### src/rtl/bayer_pkg.sv
// Shared Bayer definitions: CFA pattern codes and a byte-rounding width helper.
// Used by both the mosaicing and the demosaicing blocks.
package bayer_pkg;

    typedef enum logic [1:0] {
        GBRG = 2'b00,
        BGGR = 2'b01,
        GRBG = 2'b10,
        RGGB = 2'b11
    } bayer_pattern_e;

    function automatic int byte_round(input int w);
        return ((w + 7) / 8) * 8;
    endfunction

endpackage

### src/rtl/axi4_stream_if.sv
// AXI4-Stream video bundle; tuser marks start of frame, tlast marks end of line.
// Width parameters let the same interface carry RGB and raw Bayer video.
interface axi4_stream_if #(
    parameter int DATA_W = 16,
    parameter int ID_W   = 1,
    parameter int DEST_W = 1
);

    logic [DATA_W-1:0]   tdata;
    logic [DATA_W/8-1:0] tkeep;
    logic [DATA_W/8-1:0] tstrb;
    logic                tvalid;
    logic                tready;
    logic                tlast;
    logic                tuser;
    logic [ID_W-1:0]     tid;
    logic [DEST_W-1:0]   tdest;

    modport master (
        output tdata, tkeep, tstrb, tvalid, tlast, tuser, tid, tdest,
        input  tready
    );

    modport slave (
        input  tdata, tkeep, tstrb, tvalid, tlast, tuser, tid, tdest,
        output tready
    );

endinterface

### src/rtl/demosaicing_ctrl_if.sv
// Control bundle shared by the Bayer mosaicing and demosaicing blocks:
// CFA pattern code and enable.
interface demosaicing_ctrl_if;

    logic [1:0] pattern;
    logic       en;

    modport master (output pattern, output en);
    modport slave  (input  pattern, input  en);

endinterface

### src/rtl/bayer_phase_tracker.sv
// Tracks pixel/line parity within a frame and latches pattern/enable at
// every start-of-frame beat; flags whether the current beat is R/B and on an R line.
module bayer_phase_tracker
    import bayer_pkg::*;
(
    input  logic       clk_i,
    input  logic       rst_i,
    input  logic       beat_i,
    input  logic       sof_i,
    input  logic       eol_i,
    input  logic [1:0] pattern_i,
    input  logic       en_i,
    output logic       en_o,
    output logic       line_is_r_o,
    output logic       px_non_g_o
);

    logic [1:0] pat_q;
    logic       en_q;
    logic       px_par_q;
    logic       line_par_q;

    logic [1:0] pat_c;
    logic       px_c;
    logic       line_c;

    // A start-of-frame beat uses its own control and restarts parity at once
    always_comb begin
        pat_c       = sof_i ? pattern_i : pat_q;
        en_o        = sof_i ? en_i : en_q;
        px_c        = sof_i ? 1'b0 : px_par_q;
        line_c      = sof_i ? 1'b0 : line_par_q;
        line_is_r_o = pat_c[1] ^ line_c;
        px_non_g_o  = pat_c[0] ^ px_c ^ line_c;
    end

    // Advance parity and latch control only on accepted beats
    always_ff @(posedge clk_i or posedge rst_i) begin
        if (rst_i) begin
            pat_q      <= GBRG;
            en_q       <= 1'b0;
            px_par_q   <= 1'b0;
            line_par_q <= 1'b0;
        end else if (beat_i) begin
            if (sof_i) begin
                pat_q <= pattern_i;
                en_q  <= en_i;
            end
            px_par_q   <= eol_i ? 1'b0 : ~px_c;
            line_par_q <= eol_i ? ~line_c : line_c;
        end
    end

endmodule

### src/rtl/bayer_mosaicing.sv
// RGB to Bayer raw converter: two-register pipeline with full backpressure.
// Define BAYER_MOSAICING_LUMA_EN to make bypass output (R+2G+B)/4 instead of G.
module bayer_mosaicing
    import bayer_pkg::*;
#(
    parameter int RAW_PX_WIDTH = 10,
    parameter int FRAME_RES_X  = 1920,
    parameter int FRAME_RES_Y  = 1080
) (
    input logic               clk_i,
    input logic               rst_i,
    demosaicing_ctrl_if.slave mosaicing_ctrl_i,
    axi4_stream_if.slave      rgb_video_i,
    axi4_stream_if.master     raw_video_o
);

    localparam int W     = RAW_PX_WIDTH;
    localparam int OUT_W = byte_round(W);

    logic [W-1:0] px_g;
    logic [W-1:0] px_b;
    logic [W-1:0] px_r;
    logic         beat;
    logic         in_ready;
    logic         s2_ready;
    logic         en_eff;
    logic         line_is_r;
    logic         px_non_g;
    logic [W-1:0] sel;

    logic         s1_valid;
    logic         s1_last;
    logic         s1_user;
    logic [W-1:0] s1_data;
    logic [W-1:0] s2_data;

`ifdef BAYER_MOSAICING_LUMA_EN
    logic         s1_byp;
    logic [W+1:0] s1_sum;
    logic [W+1:0] sum;
`endif

    logic unused_ok;

    assign px_g = rgb_video_i.tdata[W-1:0];
    assign px_b = rgb_video_i.tdata[2*W-1:W];
    assign px_r = rgb_video_i.tdata[3*W-1:2*W];

    assign s2_ready = !raw_video_o.tvalid || raw_video_o.tready;
    assign in_ready = !s1_valid || s2_ready;
    assign beat     = rgb_video_i.tvalid && in_ready;

    assign rgb_video_i.tready = in_ready;

    assign raw_video_o.tkeep = '1;
    assign raw_video_o.tstrb = '1;
    assign raw_video_o.tid   = '0;
    assign raw_video_o.tdest = '0;

    assign unused_ok = &{1'b0, rgb_video_i.tdata, rgb_video_i.tkeep,
                         rgb_video_i.tstrb, rgb_video_i.tid,
                         rgb_video_i.tdest, FRAME_RES_X > 0,
                         FRAME_RES_Y > 0};

    bayer_phase_tracker u_phase (
        .clk_i       (clk_i),
        .rst_i       (rst_i),
        .beat_i      (beat),
        .sof_i       (rgb_video_i.tuser),
        .eol_i       (rgb_video_i.tlast),
        .pattern_i   (mosaicing_ctrl_i.pattern),
        .en_i        (mosaicing_ctrl_i.en),
        .en_o        (en_eff),
        .line_is_r_o (line_is_r),
        .px_non_g_o  (px_non_g)
    );

    // Pick the CFA sample for this site; G doubles as the plain bypass value
    always_comb begin
        sel = px_g;
        if (en_eff && px_non_g) begin
            sel = line_is_r ? px_r : px_b;
        end
    end

`ifdef BAYER_MOSAICING_LUMA_EN
    assign sum = (W+2)'(px_r) + (W+2)'({px_g, 1'b0}) + (W+2)'(px_b);
    assign s2_data = s1_byp ? s1_sum[W+1:2] : s1_data;
`else
    assign s2_data = s1_data;
`endif

    // Stage 1: capture selection on accept, drain when stage 2 takes it
    always_ff @(posedge clk_i or posedge rst_i) begin
        if (rst_i) begin
            s1_valid <= 1'b0;
            s1_last  <= 1'b0;
            s1_user  <= 1'b0;
            s1_data  <= '0;
`ifdef BAYER_MOSAICING_LUMA_EN
            s1_byp   <= 1'b0;
            s1_sum   <= '0;
`endif
        end else begin
            if (in_ready) begin
                s1_valid <= rgb_video_i.tvalid;
            end
            if (beat) begin
                s1_last <= rgb_video_i.tlast;
                s1_user <= rgb_video_i.tuser;
                s1_data <= sel;
`ifdef BAYER_MOSAICING_LUMA_EN
                s1_byp  <= !en_eff;
                s1_sum  <= sum;
`endif
            end
        end
    end

    // Stage 2: output register, held while the sink stalls
    always_ff @(posedge clk_i or posedge rst_i) begin
        if (rst_i) begin
            raw_video_o.tvalid <= 1'b0;
            raw_video_o.tlast  <= 1'b0;
            raw_video_o.tuser  <= 1'b0;
            raw_video_o.tdata  <= '0;
        end else if (s2_ready) begin
            raw_video_o.tvalid <= s1_valid;
            if (s1_valid) begin
                raw_video_o.tlast <= s1_last;
                raw_video_o.tuser <= s1_user;
                raw_video_o.tdata <= OUT_W'(s2_data);
            end
        end
    end

endmodule

### src/flat_wrapper.sv
// flat-port wrapper written by rule: the top's interface ports become plain ports
module bayer_mosaicing_flat import bayer_pkg::*;
#(
    parameter int RAW_PX_WIDTH = 10,
    parameter int FRAME_RES_X  = 1920,
    parameter int FRAME_RES_Y  = 1080
)
  (clk_i, rst_i, mosaicing_ctrl_i_pattern, mosaicing_ctrl_i_en, rgb_video_i_tdata, rgb_video_i_tkeep, rgb_video_i_tstrb, rgb_video_i_tvalid, rgb_video_i_tlast, rgb_video_i_tuser, rgb_video_i_tid, rgb_video_i_tdest, rgb_video_i_tready, raw_video_o_tdata, raw_video_o_tkeep, raw_video_o_tstrb, raw_video_o_tvalid, raw_video_o_tlast, raw_video_o_tuser, raw_video_o_tid, raw_video_o_tdest, raw_video_o_tready);
  demosaicing_ctrl_if mosaicing_ctrl_i_i ();
  axi4_stream_if #(.DATA_W((byte_round(3 * (10))))) rgb_video_i_i ();
  axi4_stream_if #(.DATA_W((byte_round((10))))) raw_video_o_i ();
  input logic clk_i;
  input logic rst_i;
  input wire logic [$bits(mosaicing_ctrl_i_i.pattern)-1:0] mosaicing_ctrl_i_pattern;
  input wire logic [$bits(mosaicing_ctrl_i_i.en)-1:0] mosaicing_ctrl_i_en;
  input wire logic [$bits(rgb_video_i_i.tdata)-1:0] rgb_video_i_tdata;
  input wire logic [$bits(rgb_video_i_i.tkeep)-1:0] rgb_video_i_tkeep;
  input wire logic [$bits(rgb_video_i_i.tstrb)-1:0] rgb_video_i_tstrb;
  input wire logic [$bits(rgb_video_i_i.tvalid)-1:0] rgb_video_i_tvalid;
  input wire logic [$bits(rgb_video_i_i.tlast)-1:0] rgb_video_i_tlast;
  input wire logic [$bits(rgb_video_i_i.tuser)-1:0] rgb_video_i_tuser;
  input wire logic [$bits(rgb_video_i_i.tid)-1:0] rgb_video_i_tid;
  input wire logic [$bits(rgb_video_i_i.tdest)-1:0] rgb_video_i_tdest;
  output wire logic [$bits(rgb_video_i_i.tready)-1:0] rgb_video_i_tready;
  output wire logic [$bits(raw_video_o_i.tdata)-1:0] raw_video_o_tdata;
  output wire logic [$bits(raw_video_o_i.tkeep)-1:0] raw_video_o_tkeep;
  output wire logic [$bits(raw_video_o_i.tstrb)-1:0] raw_video_o_tstrb;
  output wire logic [$bits(raw_video_o_i.tvalid)-1:0] raw_video_o_tvalid;
  output wire logic [$bits(raw_video_o_i.tlast)-1:0] raw_video_o_tlast;
  output wire logic [$bits(raw_video_o_i.tuser)-1:0] raw_video_o_tuser;
  output wire logic [$bits(raw_video_o_i.tid)-1:0] raw_video_o_tid;
  output wire logic [$bits(raw_video_o_i.tdest)-1:0] raw_video_o_tdest;
  input wire logic [$bits(raw_video_o_i.tready)-1:0] raw_video_o_tready;
  assign mosaicing_ctrl_i_i.pattern = mosaicing_ctrl_i_pattern;
  assign mosaicing_ctrl_i_i.en = mosaicing_ctrl_i_en;
  assign rgb_video_i_i.tdata = rgb_video_i_tdata;
  assign rgb_video_i_i.tkeep = rgb_video_i_tkeep;
  assign rgb_video_i_i.tstrb = rgb_video_i_tstrb;
  assign rgb_video_i_i.tvalid = rgb_video_i_tvalid;
  assign rgb_video_i_i.tlast = rgb_video_i_tlast;
  assign rgb_video_i_i.tuser = rgb_video_i_tuser;
  assign rgb_video_i_i.tid = rgb_video_i_tid;
  assign rgb_video_i_i.tdest = rgb_video_i_tdest;
  assign rgb_video_i_tready = rgb_video_i_i.tready;
  assign raw_video_o_tdata = raw_video_o_i.tdata;
  assign raw_video_o_tkeep = raw_video_o_i.tkeep;
  assign raw_video_o_tstrb = raw_video_o_i.tstrb;
  assign raw_video_o_tvalid = raw_video_o_i.tvalid;
  assign raw_video_o_tlast = raw_video_o_i.tlast;
  assign raw_video_o_tuser = raw_video_o_i.tuser;
  assign raw_video_o_tid = raw_video_o_i.tid;
  assign raw_video_o_tdest = raw_video_o_i.tdest;
  assign raw_video_o_i.tready = raw_video_o_tready;
  bayer_mosaicing #(.RAW_PX_WIDTH(RAW_PX_WIDTH), .FRAME_RES_X(FRAME_RES_X), .FRAME_RES_Y(FRAME_RES_Y)) u_core (.clk_i(clk_i), .rst_i(rst_i), .mosaicing_ctrl_i(mosaicing_ctrl_i_i), .rgb_video_i(rgb_video_i_i), .raw_video_o(raw_video_o_i));
endmodule
### config.mk
export PLATFORM = sky130hd
export DESIGN_NAME = bayer_mosaicing_flat
export DESIGN_NICKNAME = d
export VERILOG_FILES = /design/src/rtl/bayer_pkg.sv /design/src/rtl/axi4_stream_if.sv /design/src/rtl/demosaicing_ctrl_if.sv /design/src/rtl/bayer_phase_tracker.sv /design/src/rtl/bayer_mosaicing.sv /design/src/flat_wrapper.sv
export SDC_FILE = /design/constraint.sdc
export NUM_CORES = 1
export LEC_CHECK = 0
export CORE_ASPECT_RATIO = 1.1
export CORE_UTILIZATION = 30
export DETAILED_ROUTE_END_ITERATION = 7
export HOLD_SLACK_MARGIN = 0.02
export REMOVE_ABC_BUFFERS = 1
export SLEW_MARGIN = 15
export SYNTH_ARGS = -nofsm -noshare
export SYNTH_HDL_FRONTEND = slang
export SYNTH_SLANG_ARGS = --single-unit
### constraint.sdc
create_clock -name clk_i -period 1.6 [get_ports clk_i]
set_input_delay 0.16 -clock clk_i [delete_from_list [all_inputs] [get_ports clk_i]]
set_output_delay 0.16 -clock clk_i [all_outputs]
set_load 0.01 [all_outputs]
==> metrics.txt, run 1 <==
outcome=completed; Overflow after GRT=0; hold bufs inserted after CTS=0; crit path DAT=1.68 ns; Seq/Total Area, Yosys=50.2%; slowest CP cell=dfrtp_1; layout cells sized above 1=21.0%; chip width=70.5 um; die area=5450 um^2; CP Launch Type=register; Max Fclk=669 MHz; commonest non-fill, non-tap cell in the layout=clkdlybuf4s50_1; area delta synth->final=51.4%; port bufs=52; fin crit share=93.4%; CP required=1.79 ns; TritonCTS Buffers=5; Pint=1940 uW; total DRC errors in the routed layout=0; final setup vio count=0; Worst Skew=0.00263 ns; critical path class=register to register; max cap viols=0; Routed Antenna Nets=0; yosys warns=0; number of iterations in the first detailed-routing pass=4; Worst Path Max Fanout=20; clock power share=24.7%; FILL cells=487; Critical Path, Cell by Cell=xnor3_1 -> o21ai_2 -> buf_12 -> o22ai_1 -> a31oi_1; dpl hpwl=2690 um; Worst R2R Setup Slack=0.11 ns; via count=1,306; RSZ-0062 raised after global routing=no; FF+latch count, synth=31; final hold vios=0; design area=2340 um^2; vias per cell=4.71; Final Max Tran Viols=0; worst hold path type=input pin to async pin; gate count after technology mapping=148; nets=269; Synth cell types=25; maximum VDD drop=0.405 mV; antenna violations before repair=0; most frequent cells in the layout=clkdlybuf4s50_1 (51), dfrtp_1 (31), buf_4 (20); htree depth=2; gr usage total=14.3%; routed wire length=3620 um; vias in the first global route=1,261; core footprint=4970 um^2; met2 Usage GRT=21.9%; Critical Path End Type=register; cell area after synthesis=1550 um^2; switching power=732 uW; Initial Utilization=31.1%; sw frac=27.4%; later-pin clock latency in the skew report=0.28 ns; Final TNS setup=0 ns; final critical-path required period=1.49 ns; placed cell area=2230 um^2; largest net degree at the start of global routing=32; global routing's busiest layer=met2; met3 Use GR=4.20%; WL/cell=13.1 um; Power Density=1140 nW/um^2; CTS tree=built; clk sink count=31; Comb pwr share=34.6%; Max Buffers Root-to-Sink=2; Mean Syn Cell Area=10.4 um^2; Ports=77; first-pass GRT wire length=5920 um; Site Rows=27; DR iter-0 viols=41; Reg clk slew, reported paths=0.06 ns; die height=77.3 um; CTS Root Cell=clkbuf_8; sequential share of power=40.7%; Static Leak=0.000989 uW; GP Congestion=0.723; peak per-stage delay on the critical path=0.44 ns; diodes inserted=0; M1 GR Usage=18.3%
## sequential cells by signal, indices dropped and copies added (netlist names)
name                       cells
u_core.s1_last                 1
u_core.u_phase.line_par_q      1
u_core.u_phase.en_q            1
u_core.raw_video_o.tlast       1
u_core.s1_valid                1
u_core.u_phase.pat_q           2
u_core.raw_video_o.tuser       1
u_core.s1_user                 1
u_core.u_phase.px_par_q        1
u_core.raw_video_o.tdata      10
u_core.s1_data                10
u_core.raw_video_o.tvalid      1
## power by group through the flow
| stage | Sequential [uW] | Combinational (uW) | Clock, uW |
|---|---|---|---|
| final | 1090 | 925 | 659 |
| after global routing | 1120 | 996 | 722 |
| after CTS | 1090 | 933 | 688 |
| after detailed placement | 1100 | 926 | 0 |
| after global placement | 1100 | 914 | 0 |
| after floorplan | 1140 | 377 | 0 |
## worst paths after layout
kind | from | to | cells after the start
max reg2reg | u_core.u_phase.line_par_q | u_core.s1_data[4] | 5
max in group asynchronous | rst_i | u_core.raw_video_o.tdata[5] | 3
min reg2reg | u_core.s1_user | u_core.s1_user | 2
min in group clk_i | rgb_video_i_tdata[28] | u_core.s1_data[8] | 3
max | u_core.u_phase.line_par_q | u_core.s1_data[4] | 5
min | rst_i | u_core.raw_video_o.tdata[1] | 3
## cells by family after synthesis
logic type,count (synthesis),synth area share [%]
buf+inv,22,8.66
mux,16,11.6
flops,31,50.2
xor+xnor,2,2.02
other cells,2,0.486
simple gates,41,13.9
compound gates,34,13.2
## through the flow
| stage | cells | setup WS [ns] | util (%) | hold WS (ns) | total power [uW] |
|---|---|---|---|---|---|
| after global placement | 268 | -0.0724 | 44.9 | 0.458 | 2010 |
| after detailed placement | 268 | -0.0773 | 44.9 | 0.462 | 2030 |
| final | 277 | 0.106 | 47.1 | 0.264 | 2670 |
| after floorplan | 137 | 0.0472 | - | 0.257 | 1510 |
| after CTS | 277 | 0.0185 | 47.1 | 0.277 | 2710 |
| after global routing | 277 | 0.0318 | 47.1 | 0.309 | 2830 |
## cell usage after synthesis (all sizes together)
cell type	number	area, um^2
dfrtp	31	776
nand2	19	71.3
buf	15	108
mux2	15	169
nand3b	11	82.6
a21oi	10	50.1
a31oi	10	62.6
o22ai	10	62.6
clkbuf	6	22.5
nand2b	4	25.0
conb	2	7.51
nand3	2	10.0
nor3	2	10.0
o21ai	2	13.8
and2	1	6.26
inv	1	3.75
mux2i	1	10.0
nor2	1	3.75
nor2b	1	6.26
o21a	1	7.51
o31ai	1	7.51
xnor2	1	8.76
xnor3	1	22.5
## worst max-delay path: cells and delay by family, from the launching register on
| kind | cells | cell delay (ns) |
|---|---|---|
| XOR/XNOR | 1 | 0.37 |
| AO/OA/AOI/OAI | 3 | 0.42 |
| flip-flops | 1 | 0.44 |
| buffers and inverters | 1 | 0.17 |
## final cells by class
cell class                 count  area [um^2]  area share [%]
sequential                    31          776            33.1
inverter                       1         3.75           0.160
tap                           58         72.6            3.10
timing repair buffer          74          713            30.5
clock buffer                   8          100            4.28
multi-input combinational    105          676            28.9
## metal layers
layer	vias to the layer above	wire, um
li1	642	-
met1	604	1680
met2	52	1630
met3	8	233
met4	0	80
met5	-	0
## repair_timing
item / in CTS / in global routing
hold endpoints to repair: 0 / 0
endpoints found under the setup margin: 1 / 2
buffers inserted: 1 / 0
pin swaps: 1 / 1
resized for setup: 0 / 2
No activity file was read; power rests on OpenSTA's default activity.
==> run 2, diff against run 1 <==
Settings changed: PLACE_DENSITY set to 0.68, REMOVE_ABC_BUFFERS 1 to unset.
==> metrics.txt, run 2 (synthesis results as in run 1) <==
vias per cell=4.85; non-filler cells, final=274; crit path DAT=1.31 ns; chip width=70.5 um; later-pin clock latency in the skew report=0.27 ns; CP Launch Type=register; Static Leak=0.000975 uW; area delta synth->final=50.5%; Max Buffers Root-to-Sink=2; first-pass GRT wire length=6070 um; Reg clk slew, reported paths=0.06 ns; port bufs=52; placed cell area=2220 um^2; Max Fclk=681 MHz; antenna violations before repair=0; Bufs and invs on worst path=1; max cap viols=0; peak per-stage delay on the critical path=0.54 ns; commonest non-fill, non-tap cell in the layout=clkdlybuf4s50_1; routed wire length=3640 um; GP Congestion=0.810; Sequential Area=776 um^2; Critical Path End Type=output pin; nets=266; number of iterations in the first detailed-routing pass=4; Initial Utilization=31.1%; largest net degree at the start of global routing=32; most frequent cells in the layout=clkdlybuf4s50_1 (52), dfrtp_1 (31), nand2_1 (19); diodes inserted=0; vias in the first global route=1,238; final critical-path required period=1.47 ns; Overflow after GRT=0; DR iter-0 viols=110; Site Rows=27; Worst Skew=0.00228 ns; Largest regs=u_core.raw_video_o.tdata x10, u_core.s1_data x10, u_core.u_phase.pat_q x2; final core utilization=46.9%; critical path class=register to output pin; CP required=1.44 ns; total DRC errors in the routed layout=0; slowest CP cell=clkdlybuf4s50_1; placed cells=265; Final Max Tran Viols=0; die height=77.3 um; CTS Root Cell=clkbuf_8; gr usage total=14.5%; Routed Antenna Nets=0; dpl hpwl=2660 um; Post-CTS Setup Inserts=1; multi-input logic area=674 um^2; layout cells sized above 1=19.4%; die area=5450 um^2; design area=2330 um^2; Top Family by Delay on Critical Path=buffers and inverters; Critical Path, Cell by Cell=nand3b_1 -> clkdlybuf4s50_1; Worst Path Max Fanout=3; WL/cell=13.3 um; Final TNS setup=0 ns; CTS tree=built; Ports=77; maximum VDD drop=0.299 mV; WP depth=2; hold bufs inserted after CTS=0; worst hold path type=input pin to async pin; via count=1,329; outcome=completed; CTS resizes=0; TritonCTS Buffers=5; FILL cells=492; Power Density=1150 nW/um^2; RSZ-0062 raised after global routing=no; core footprint=4970 um^2; htree depth=2; final hold vios=0; clk sink count=31; R2R depth=5; fin crit share=91.8%; final setup vio count=0
==> run 2: cell types whose count changed in the layout (fill, tap and decap cells not counted), sizes merged <==
cell,previous run,this run
buf,22,19
clkdlybuf4s50,51,52
dlymetal6s2s,1,0
==> run 2: stage by stage <==
step | hold WS, ns | setup slack, ns | total power [uW]
6_report | 0.272 | 0.131 | 2670
5_1_grt | 0.312 | 0.0228 | 2830
4_1_cts | 0.279 | 0.118 | 2700
3_5_place_dp | 0.472 | -0.0724 | 2020
3_3_place_gp | 0.458 | -0.0456 | 2000
2_1_floorplan | 0.257 | 0.180 | 1560
==> run 2: cell type report <==
class                           count  area share, %
Clock buffer                        8           4.30
Inverter                            1          0.161
Multi-Input combinational cell    105           29.0
Sequential cell                    31           33.3
Tap cell                           58           3.12
Timing Repair Buffer               71           30.1
==> run 2: power by group <==
part           total [uW]  switching (uW)  leakage [uW]  internal [uW]
logic                 915             357      0.000573            557
registers            1090             106      0.000350            984
clock network         664             272     0.0000515            392
total                2670             736      0.000975           1930
==> run 2: worst min-delay path, stage by stage <==
cell             delay [ns]
clkdlybuf4s50_1        0.40
inv_1                  0.05
buf_4                  0.35
==> run 2: metal layers <==
layer	share of wire [%]	track usage [%]
met1	44	19.3
met2	46	21.3
met3	7.6	4.73
met4	2.1	6.20
met5	0	0
==> run 2: final timing paths <==
kind | to | from | slack (ns)
worst max-delay path | rgb_video_i_tready | u_core.raw_video_o.tvalid | 0.13
worst min-delay path | u_core.raw_video_o.tdata[7] | rst_i | 0.27
worst max register to register | u_core.s1_data[9] | u_core.u_phase.line_par_q | 0.14
worst min register to register | u_core.s1_last | u_core.s1_last | 0.48
max in group asynchronous | u_core.s1_data[0] | rst_i | 1.04
min in group clk_i | u_core.s1_data[7] | rgb_video_i_tdata[27] | 0.45
